`src/rtl/rf_read_arbiter.sv`:
```
// rtl/rf_read_arbiter.sv - round-robin arbiter for the shared RF read port (accelerator bursts vs host single reads)
// Optional host port enabled by defining RF_READ_ARB_HOST_EN; without it the FSM is IDLE/BURST only.
module rf_read_arbiter #(
    parameter int ADDR_W    = 6,
    parameter int DATA_W    = 9,
    parameter int BURST_LEN = 16
) (
    input  logic              in_clk,
    input  logic              in_rst,
    input  logic              in_acc_req,
    input  logic [ADDR_W-1:0] in_acc_addr,
    output logic              out_acc_gnt,
    output logic              out_acc_valid,
    output logic [DATA_W-1:0] out_acc_data,
    output logic              out_acc_last,
    input  logic              in_host_req,
    input  logic [ADDR_W-1:0] in_host_addr,
    output logic              out_host_ack,
    output logic [DATA_W-1:0] out_host_data,
    output logic [ADDR_W-1:0] out_rf_addr,
    input  logic [DATA_W-1:0] in_rf_read,
    output logic              out_busy
);

    localparam int                BEAT_W    = $clog2(BURST_LEN);
    localparam logic [BEAT_W-1:0] LAST_BEAT = BEAT_W'(BURST_LEN - 1);

`ifdef RF_READ_ARB_HOST_EN
    typedef enum logic [1:0] {
        ST_IDLE  = 2'd0,
        ST_BURST = 2'd1,
        ST_HOST  = 2'd2
    } state_t;
`else
    typedef enum logic {
        ST_IDLE  = 1'b0,
        ST_BURST = 1'b1
    } state_t;
`endif

    state_t            state;
    state_t            state_nxt;
    logic [BEAT_W-1:0] beat;
    logic [BEAT_W-1:0] beat_nxt;
    logic [ADDR_W-1:0] rf_addr_nxt;
    logic              gnt_nxt;
    logic              valid_nxt;
    logic              last_nxt;
    logic [DATA_W-1:0] acc_data_nxt;
    logic              acc_q;

    assign acc_q    = in_acc_req;
    assign out_busy = (state != ST_IDLE);

`ifdef RF_READ_ARB_HOST_EN
    // prio: 0 = accelerator wins a tie, 1 = host wins a tie
    logic              prio;
    logic              prio_nxt;
    logic              host_q;
    logic              ack_nxt;
    logic [DATA_W-1:0] host_data_nxt;

    // A host request still high during its own ack cycle is the one just served
    assign host_q = in_host_req & ~out_host_ack;
`else
    logic host_unused;

    assign host_unused   = ^{in_host_req, in_host_addr};
    assign out_host_ack  = 1'b0;
    assign out_host_data = '0;
`endif

    // Next-state and next-output decode; strobes default low, data and address hold
    always_comb begin
        state_nxt    = state;
        beat_nxt     = beat;
        rf_addr_nxt  = out_rf_addr;
        gnt_nxt      = 1'b0;
        valid_nxt    = 1'b0;
        last_nxt     = 1'b0;
        acc_data_nxt = out_acc_data;
`ifdef RF_READ_ARB_HOST_EN
        prio_nxt      = prio;
        ack_nxt       = 1'b0;
        host_data_nxt = out_host_data;
`endif
        case (state)
            ST_IDLE: begin
`ifdef RF_READ_ARB_HOST_EN
                if (acc_q && (!host_q || !prio)) begin
                    state_nxt   = ST_BURST;
                    rf_addr_nxt = in_acc_addr;
                    beat_nxt    = '0;
                    gnt_nxt     = 1'b1;
                    prio_nxt    = 1'b1;
                end else if (host_q) begin
                    state_nxt   = ST_HOST;
                    rf_addr_nxt = in_host_addr;
                    prio_nxt    = 1'b0;
                end
`else
                if (acc_q) begin
                    state_nxt   = ST_BURST;
                    rf_addr_nxt = in_acc_addr;
                    beat_nxt    = '0;
                    gnt_nxt     = 1'b1;
                end
`endif
            end
            ST_BURST: begin
                // RF data is combinational from the registered address, so each
                // BURST cycle captures one word and steps the address
                acc_data_nxt = in_rf_read;
                valid_nxt    = 1'b1;
                rf_addr_nxt  = out_rf_addr + ADDR_W'(1);
                beat_nxt     = beat + BEAT_W'(1);
                if (beat == LAST_BEAT) begin
                    last_nxt  = 1'b1;
                    beat_nxt  = '0;
                    state_nxt = ST_IDLE;
                end
            end
`ifdef RF_READ_ARB_HOST_EN
            ST_HOST: begin
                host_data_nxt = in_rf_read;
                ack_nxt       = 1'b1;
                state_nxt     = ST_IDLE;
            end
`endif
            default: begin
                state_nxt = ST_IDLE;
            end
        endcase
    end

    // State register
    always_ff @(posedge in_clk) begin
        if (in_rst) begin
            state <= ST_IDLE;
        end else begin
            state <= state_nxt;
        end
    end

    // Registered datapath and strobes; reset clears everything so an aborted burst never shows last
    always_ff @(posedge in_clk) begin
        if (in_rst) begin
            beat          <= '0;
            out_rf_addr   <= '0;
            out_acc_gnt   <= 1'b0;
            out_acc_valid <= 1'b0;
            out_acc_last  <= 1'b0;
            out_acc_data  <= '0;
`ifdef RF_READ_ARB_HOST_EN
            prio          <= 1'b0;
            out_host_ack  <= 1'b0;
            out_host_data <= '0;
`endif
        end else begin
            beat          <= beat_nxt;
            out_rf_addr   <= rf_addr_nxt;
            out_acc_gnt   <= gnt_nxt;
            out_acc_valid <= valid_nxt;
            out_acc_last  <= last_nxt;
            out_acc_data  <= acc_data_nxt;
`ifdef RF_READ_ARB_HOST_EN
            prio          <= prio_nxt;
            out_host_ack  <= ack_nxt;
            out_host_data <= host_data_nxt;
`endif
        end
    end

endmodule
```
`config.mk`:
```
export PLATFORM = sky130hd
export DESIGN_NAME = rf_read_arbiter
export DESIGN_NICKNAME = d
export VERILOG_FILES = /design/src/rtl/rf_read_arbiter.sv
export SDC_FILE = /design/constraint.sdc
export NUM_CORES = 1
export LEC_CHECK = 0
export ABC_AREA = 1
export ABC_CLOCK_PERIOD_IN_PS = 1900
export CAP_MARGIN = 20
export CORE_ASPECT_RATIO = 0.75
export CORE_MARGIN = 2
export CORE_UTILIZATION = 41
export CTS_BUF_LIST = sky130_fd_sc_hd__clkbuf_16
export CTS_CLUSTER_SIZE = 24
export DETAILED_ROUTE_END_ITERATION = 8
export PLACE_DENSITY = 0.84
export SLEW_MARGIN = 10
export SYNTH_ARGS = -nofsm -noshare
export SYNTH_HDL_FRONTEND = slang
export SYNTH_SLANG_ARGS = --single-unit
```
`constraint.sdc`:
```
create_clock -name in_clk -period 1.9 [get_ports in_clk]
set_input_delay 0.19 -clock in_clk [delete_from_list [all_inputs] [get_ports in_clk]]
set_output_delay 0.19 -clock in_clk [all_outputs]
set_load 0.05 [all_outputs]
```
==> results by group, run 1 <==
Pwr
  – Power density over the cells: 904.0 mW/mm²
  – Peak VDD IR: 495.7 µV
  – Switch share: 30.37%
  – Seq pwr share: 41.5%
  – Leak: 0.6134 nW
  – Gate power share: 23.8%
  – Net Switching: 0.3916 mW
  – P_int: 0.8979 mW
  – Clock share of power: 34.7%

Logic synthesis
  – Post-Synth Adder-Cell Area: 2.500%
  – Post-Synth Simple-Gate Area: 18.00%
  – Synth top area share: 46.00%
  – Post-synthesis mux area share: 0%
  – Top post-synthesis cells by area: dfxtp_1 (46%), nand2_1 (7.9%), buf_4 (7.5%)
  – Largest family of logic cells by synthesized area: simple AND/OR/NAND/NOR gates
  – Seq/Total Area, Yosys: 46.00%
  – Synth warn: 0
  – Post-Syn Area: 0.001001 mm²
  – Syn avg cell area: 8.483 µm²
  – Post-Synth XOR/XNOR Area: 1.750%
  – #FFs+latches synth: 23
  – Cells after Synth: 118
  – Post-synthesis compound-gate area fraction: 16.25%
  – Post-synth cell types: 23
  – Area leader, netlist: dfxtp_1

Placed design
  – Pre-CTS setup slack: 0.2301 ns
  – Placer Congestion: 0.7927
  – PortBufs: 36
  – Placed cell area: 0.001348 mm²
  – HPWL Detailed: 1.687 mm

Floorplan
  – Core footprint: 0.002308 mm²
  – I/O Pins: 54
  – Die width: 61.06 µm
  – Die height: 46.79 µm
  – Initial core utilization: 43.36%
  – Num rows: 15
  – Die Area: 0.002857 mm²

Clock tree
  – Clk Tree Root Cell: clkbuf_16
  – Clock Path Buffers: 2
  – CTS resizes: 0
  – CTS buffer count: 3
  – Sink Count: 23
  – Clk Latency, worst-skew pair: 0.26 ns
  – TritonCTS clock tree: built
  – # hold bufs at CTS: 0
  – Htree depth: 1
  – Post-CTS Setup Repair Bufs: 0
  – Clock Pin Slew Worst Setup and Hold Paths: 0.06 ns

Timing
  – Post-route setup TNS: 0 ns
  – Fin crit share: 89.29%
  – Clock skew: 0.003394 ns
  – Achievable Freq: 589.4 MHz
  – Final setup margin: 0.2035 ns
  – Slew Viols, Final: 0
  – Fin crit period: 1.697 ns
  – Hold Slack: 0.4865 ns
  – # setup viols final: 0
  – Slew headroom: 54.24%
  – RSZ-0062 raised after global routing: no
  – Worst slew pin tran: 0.6838 ns
  – Final hold vios: 0

Setup path
  – CP max FO: 5
  – Worst Setup SP: out_rf_addr[2]$_SDFFE_PP0P_
  – Worst R2R Start: out_busy$_SDFF_PP0_
  – CP Buf/Inv Count: 1
  – Worst-path cell chain: clkdlybuf4s50_1
  – Required @ worst endpoint: 1.71 ns
  – FF-to-FF setup slack: 0.49 ns
  – Critical path arrival: 1.51 ns
  – CP max stage delay: 0.84 ns
  – Critical Path Source Type: flip-flop
  – FF-to-FF path depth: 5
  – Critical path depth in cells: 1
  – Crit. End Element: output port
  – CP top delay family: buffers and inverters
  – Setup crit end: out_rf_addr[2]
  – Crit-path slowest cell: clkdlybuf4s50_1
  – RR Endpoint: out_rf_addr[5]$_SDFFE_PP0P_
  – Crit Path Class: reg -> out

Min path
  – Min-Delay Path Class: reg -> reg

Detailed routing
  – DRT antenna net count: 0
  – DRT iter0 DRCs: 12
  – DRC Markers: 0
  – Vias per cell: 4.737
  – Total detailed-routing wirelength: 2.227 mm
  – Total iterations of the first detailed-routing run: 4
  – Per-cell routed wire length: 11.72 µm
  – Via count: 900

Layout
  – Layout cells sized above 1: 7.051%
  – FILL cells: 199
  – Final core area utilization: 61.79%
  – Area growth syn-to-layout: 42.50%
  – Final Instance Area: 0.001426 mm²
  – Final-stage net count: 184
  – Ant. Diodes: 0

Global routing
  – All-Layer GR Usage: 16.90%
  – Vias in the first global route: 796
  – Largest net degree at the start of global routing: 13
  – Initial antenna violation count: 0
  – Total gr overflow: 0
  – First-pass GRT wire length: 3.463 mm

Run
  – MaxCap Viol Count: 0

Run status
  – Outcome: finished clean
-- cell type report --
class | count | area, µm² | share of cell area (%)
tap | 34 | 42.54 | 2.982
clock buffer | 3 | 75.07 | 5.263
multi-input combinational | 78 | 422.9 | 29.65
inverter | 13 | 48.80 | 3.421
sequential | 23 | 460.4 | 32.28
timing repair buffer | 38 | 372.9 | 26.14
clock inverter | 1 | 3.754 | 0.2632
-- metrics by stage --
stage	cells	total power, mW
floorplan	127	0.7645
global placement	186	0.8463
detailed placement	186	0.8514
CTS	190	1.298
global route	190	1.338
finish	190	1.289
-- layout by cell type (no fill, tap or decap) --
cell             count
dfxtp_1             23
xor2_1               1
nor3_1               2
nand2_1             21
inv_2                2
conb_1              10
nand2_4              1
a22oi_1              2
nor2_4               1
buf_4                3
clkbuf_16            3
nor2_1               6
nand3_1              8
nand4_1              1
o21ai_0              5
a22o_2               1
a21oi_1              7
clkdlybuf4s50_1     35
ha_1                 2
a22o_1               8
inv_1               12
xnor2_1              1
o211ai_1             1
-- worst min-delay path by stage --
| stage | from | endpoint | slack, ns | cells after the start |
|---|---|---|---|---|
| after detailed placement | out_acc_data[6]$_SDFFE_PP0P_ | out_acc_data[6]$_SDFFE_PP0P_ | 0.47 | 1 |
| final | out_acc_data[6]$_SDFFE_PP0P_ | out_acc_data[6]$_SDFFE_PP0P_ | 0.49 | 1 |
| after global routing | out_acc_data[2]$_SDFFE_PP0P_ | out_acc_data[2]$_SDFFE_PP0P_ | 0.50 | 1 |
| after floorplan | in_rst | beat[3]$_SDFFE_PP0P_ | 0.26 | 1 |
| after global placement | out_acc_data[6]$_SDFFE_PP0P_ | out_acc_data[6]$_SDFFE_PP0P_ | 0.47 | 1 |
| after CTS | out_acc_data[0]$_SDFFE_PP0P_ | out_acc_data[0]$_SDFFE_PP0P_ | 0.49 | 1 |
-- cells by family after synthesis --
group,count (synthesis)
AO/OA/AOI/OAI,24
AND/OR/NAND/NOR,40
adder cells (fa/ha/maj),2
other,1
XOR/XNOR,2
flip-flops,23
buffers and inverters,26
-- registers in the layout, indices dropped and copies added (netlist names) --
register / flops
out_acc_last: 1
out_acc_data: 9
out_busy: 1
beat: 4
out_rf_addr: 6
out_acc_valid: 1
out_acc_gnt: 1
-- routing by layer --
layer	routed length, µm	vias up	track usage, %
met5	0	-	0
met1	922	409	19.29
met4	49	0	8.696
met3	153	4	6.336
li1	-	448	-
met2	1100	39	28.09
-- power groups by stage --
stage / Combinational (mW) / Sequential, mW / Clock (mW)
floorplan: 0.129 / 0.635 / 0
finish: 0.307 / 0.535 / 0.447
detailed placement: 0.307 / 0.545 / 0
CTS: 0.308 / 0.535 / 0.455
global placement: 0.303 / 0.544 / 0
global route: 0.324 / 0.538 / 0.477
-- synthesized netlist by cell type, drive strengths merged --
cell,instances
a21oi,7
a22oi,2
a22o,9
inv,13
nand2,22
nand4,1
xnor2,1
nor3,2
nand3,8
ha,2
conb,1
o21ai,5
nor2,7
buf,13
xor2,1
o211ai,1
dfxtp,23
(Power assumes the default switching activity.)
==> run 2: changes to the inputs <==
--- a/config.mk
+++ b/config.mk
@@ -6,15 +6,18 @@
 export NUM_CORES = 1
 export LEC_CHECK = 0
 export ABC_AREA = 1
-export ABC_CLOCK_PERIOD_IN_PS = 1900
+export ABC_CLOCK_PERIOD_IN_PS = 1700
 export CAP_MARGIN = 20
+export CELL_PAD_IN_SITES_DETAIL_PLACEMENT = 2
+export CELL_PAD_IN_SITES_GLOBAL_PLACEMENT = 2
 export CORE_ASPECT_RATIO = 0.75
 export CORE_MARGIN = 2
-export CORE_UTILIZATION = 41
+export CORE_UTILIZATION = 20
 export CTS_BUF_LIST = sky130_fd_sc_hd__clkbuf_16
 export CTS_CLUSTER_SIZE = 24
 export DETAILED_ROUTE_END_ITERATION = 8
-export PLACE_DENSITY = 0.84
+export MAX_ROUTING_LAYER = met4
+export PLACE_DENSITY_LB_ADDON = 0.1
 export SLEW_MARGIN = 10
 export SYNTH_ARGS = -nofsm -noshare
 export SYNTH_HDL_FRONTEND = slang
==> constraint.sdc (replaced) <==
create_clock -name in_clk -period 1.7 [get_ports in_clk]
set_input_delay 0.17 -clock in_clk [delete_from_list [all_inputs] [get_ports in_clk]]
set_output_delay 0.17 -clock in_clk [all_outputs]
set_load 0.05 [all_outputs]
==> run 2 against run 1 <==
Die area grew 96%; core utilization shrank 31 points; register-to-register slack gained 0.12 ns; first-iteration DRC count shrank 25%; clock power grew 15%; via count grew 0.56%; cell count grew 15%; critical path depth is the same; clock skew grew 0.0048 ns; combinational power grew 16%; flip-flop and latch count is the same; largest cell class unchanged; largest power group unchanged.
==> results by group, run 2 (synthesis results as in run 1) <==
Run status
  – Outcome: finished clean

Floorplan
  – Core footprint: 0.004845 mm² (+110%)
  – Die width: 85.69 µm (+40%)
  – Die height: 65.27 µm (+39%)
  – I/O Pins: 54 (unchanged)
  – Die Area: 0.005593 mm² (+96%)
  – Num rows: 22 (+7)
  – Initial core utilization: 20.66% (-23 points)

Setup path
  – Critical path arrival: 1.40 ns (-0.11 ns)
  – Required @ worst endpoint: 1.53 ns (-0.18 ns)
  – Crit. End Element: output port
  – Critical Path Source Type: flip-flop
  – Crit Path Class: reg -> out
  – Worst-path cell chain: clkdlybuf4s50_1
  – Crit-path slowest cell: clkdlybuf4s50_1
  – CP top delay family: buffers and inverters
  – CP max FO: 2 (-3)
  – CP Buf/Inv Count: 1 (unchanged)
  – CP max stage delay: 0.81 ns (-0.03 ns)

Timing
  – # setup viols final: 0 (unchanged)
  – Clock skew: 0.008214 ns (+0.004820 ns)
  – Hold Slack: 0.4890 ns (+0.002481 ns)
  – Slew Viols, Final: 0 (unchanged)
  – Achievable Freq: 635.5 MHz
  – Final hold vios: 0 (unchanged)
  – Worst slew pin tran: 0.5109 ns (-0.1730 ns)
  – Fin crit period: 1.573 ns
  – Final setup margin: 0.1265 ns (-0.07697 ns)
  – RSZ-0062 raised after global routing: no
  – Post-route setup TNS: 0 ns (unchanged)
  – Slew headroom: 65.84% (+12 points)
  – Fin crit share: 92.56%

Placed design
  – HPWL Detailed: 2.324 mm (+38%)
  – Placer Congestion: 0.7168 (-9.6%)
  – Pre-CTS setup slack: 0.2546 ns (+0.02444 ns)
  – Placed cell area: 0.001393 mm² (+3.3%)
  – PortBufs: 36 (unchanged)

Layout
  – Area growth syn-to-layout: 47.12%
  – Final-stage net count: 186 (+1.1%)
  – Commonest non-fill, non-tap cell in the layout: clkdlybuf4s50_1
  – Layout cells sized above 1: 12.66% (+5.6 points)
  – Ant. Diodes: 0 (unchanged)
  – Most frequent cells in the layout: clkdlybuf4s50_1 (29), dfxtp_1 (23), nand2_1 (21), inv_1 (11)
  – Top flop regs: out_acc_data (9), out_rf_addr (6), beat (4)
  – Top reg by flops: out_acc_data
  – Largest register FFs: 9 (unchanged)
  – Final Instance Area: 0.001473 mm² (+3.2%)

Detailed routing
  – Vias per cell: 4.151 (-12%)
  – DRC Markers: 0 (unchanged)
  – DRT iter0 DRCs: 9 (-3)
  – Via count: 905 (+0.56%)
  – Total detailed-routing wirelength: 2.869 mm (+29%)
  – Total iterations of the first detailed-routing run: 4 (unchanged)
  – Per-cell routed wire length: 13.16 µm (+12%)
  – DRT antenna net count: 0 (unchanged)

Global routing
  – Largest net degree at the start of global routing: 14 (+1)
  – All-Layer GR Usage: 11.07% (-5.8 points)
  – Total gr overflow: 0 (unchanged)
  – First-pass GRT wire length: 4.623 mm (+33%)
  – Initial antenna violation count: 0 (unchanged)
  – Vias in the first global route: 938 (+18%)

Pwr
  – Peak VDD IR: 507.1 µV (+2.3%)
  – Power density over the cells: 999.0 mW/mm² (+11%)
  – Leak: 0.6358 nW (+3.7%)

Clock tree
  – Clk Latency, worst-skew pair: 0.26 ns (about the same)
  – TritonCTS clock tree: built
  – Sink Count: 23 (unchanged)
  – Clk Tree Root Cell: clkbuf_16
  – Post-CTS Setup Repair Bufs: 0 (unchanged)
  – CTS resizes: 0 (unchanged)
  – CTS buffer count: 3 (unchanged)
  – Htree depth: 1 (unchanged)
  – # hold bufs at CTS: 0 (unchanged)
  – Clock Path Buffers: 2 (unchanged)
  – Clock Pin Slew Worst Setup and Hold Paths: 0.07 ns (about the same)

Min path
  – Min-Delay Path Class: in -> reg

Run
  – MaxCap Viol Count: 0 (unchanged)
-- run 2: changes by cell type in the layout (fill, tap and decap cells not counted) --
cell	change
buf_4	+7
clkdlybuf4s50_1	-6
buf_12	+1
clkinv_2	+1
inv_1	-1
-- run 2: final timing paths --
check	startpoint	to	cells after the start	slack, ns
setup / recovery	out_acc_data[2]$_SDFFE_PP0P_	out_acc_data[2]	1	0.13
hold / removal	in_acc_addr[0]	out_rf_addr[0]$_SDFFE_PP0P_	3	0.49
setup reg to reg	out_busy$_SDFF_PP0_	out_acc_data[1]$_SDFFE_PP0P_	4	0.61
hold reg to reg	out_acc_data[4]$_SDFFE_PP0P_	out_acc_data[4]$_SDFFE_PP0P_	1	0.49
-- run 2: worst min-delay path, stage by stage --
cell and delay, ns:
clkdlybuf4s50_1 0.40, nand2_1 0.06, o211ai_1 0.07
-- run 2: routing by layer --
layer | wire length, µm | share of wire (%) | vias to the layer above | track usage [%]
met2 | 1328 | 46 | 23 | 17.68
met3 | 135 | 4.7 | 2 | 3.392
met5 | 0 | 0 | - | -
li1 | - | - | 447 | -
met4 | 34 | 1.2 | 0 | 2.976
met1 | 1371 | 48 | 433 | 13.70
-- run 2: report_power, final --
part | internal, mW | leakage, nW | switching, mW
sequential | 0.572 | 0.188 | 0.0281
clock | 0.316 | 0.0409 | 0.200
combinational | 0.122 | 0.406 | 0.233
total | 1.01 | 0.636 | 0.460
-- run 2: stage by stage --
stage / power [mW] / utilization (%) / std cells
floorplan: 0.8545 / - / 127
global placement: 0.9660 / 28.74 / 214
detailed placement: 0.9726 / 28.74 / 214
CTS: 1.491 / 30.40 / 218
global route: 1.543 / 30.40 / 218
finish: 1.471 / 30.40 / 218
-- run 2: final cells by class --
class / instances / area [µm²]
fillers: 566 / 3372
clock buffers: 3 / 75.07
multi-input cells: 78 / 422.9
inverters: 13 / 48.80
flip-flops and latches: 23 / 460.4
well taps: 60 / 75.07
repair buffers: 40 / 385.4
clock inverters: 1 / 5.005
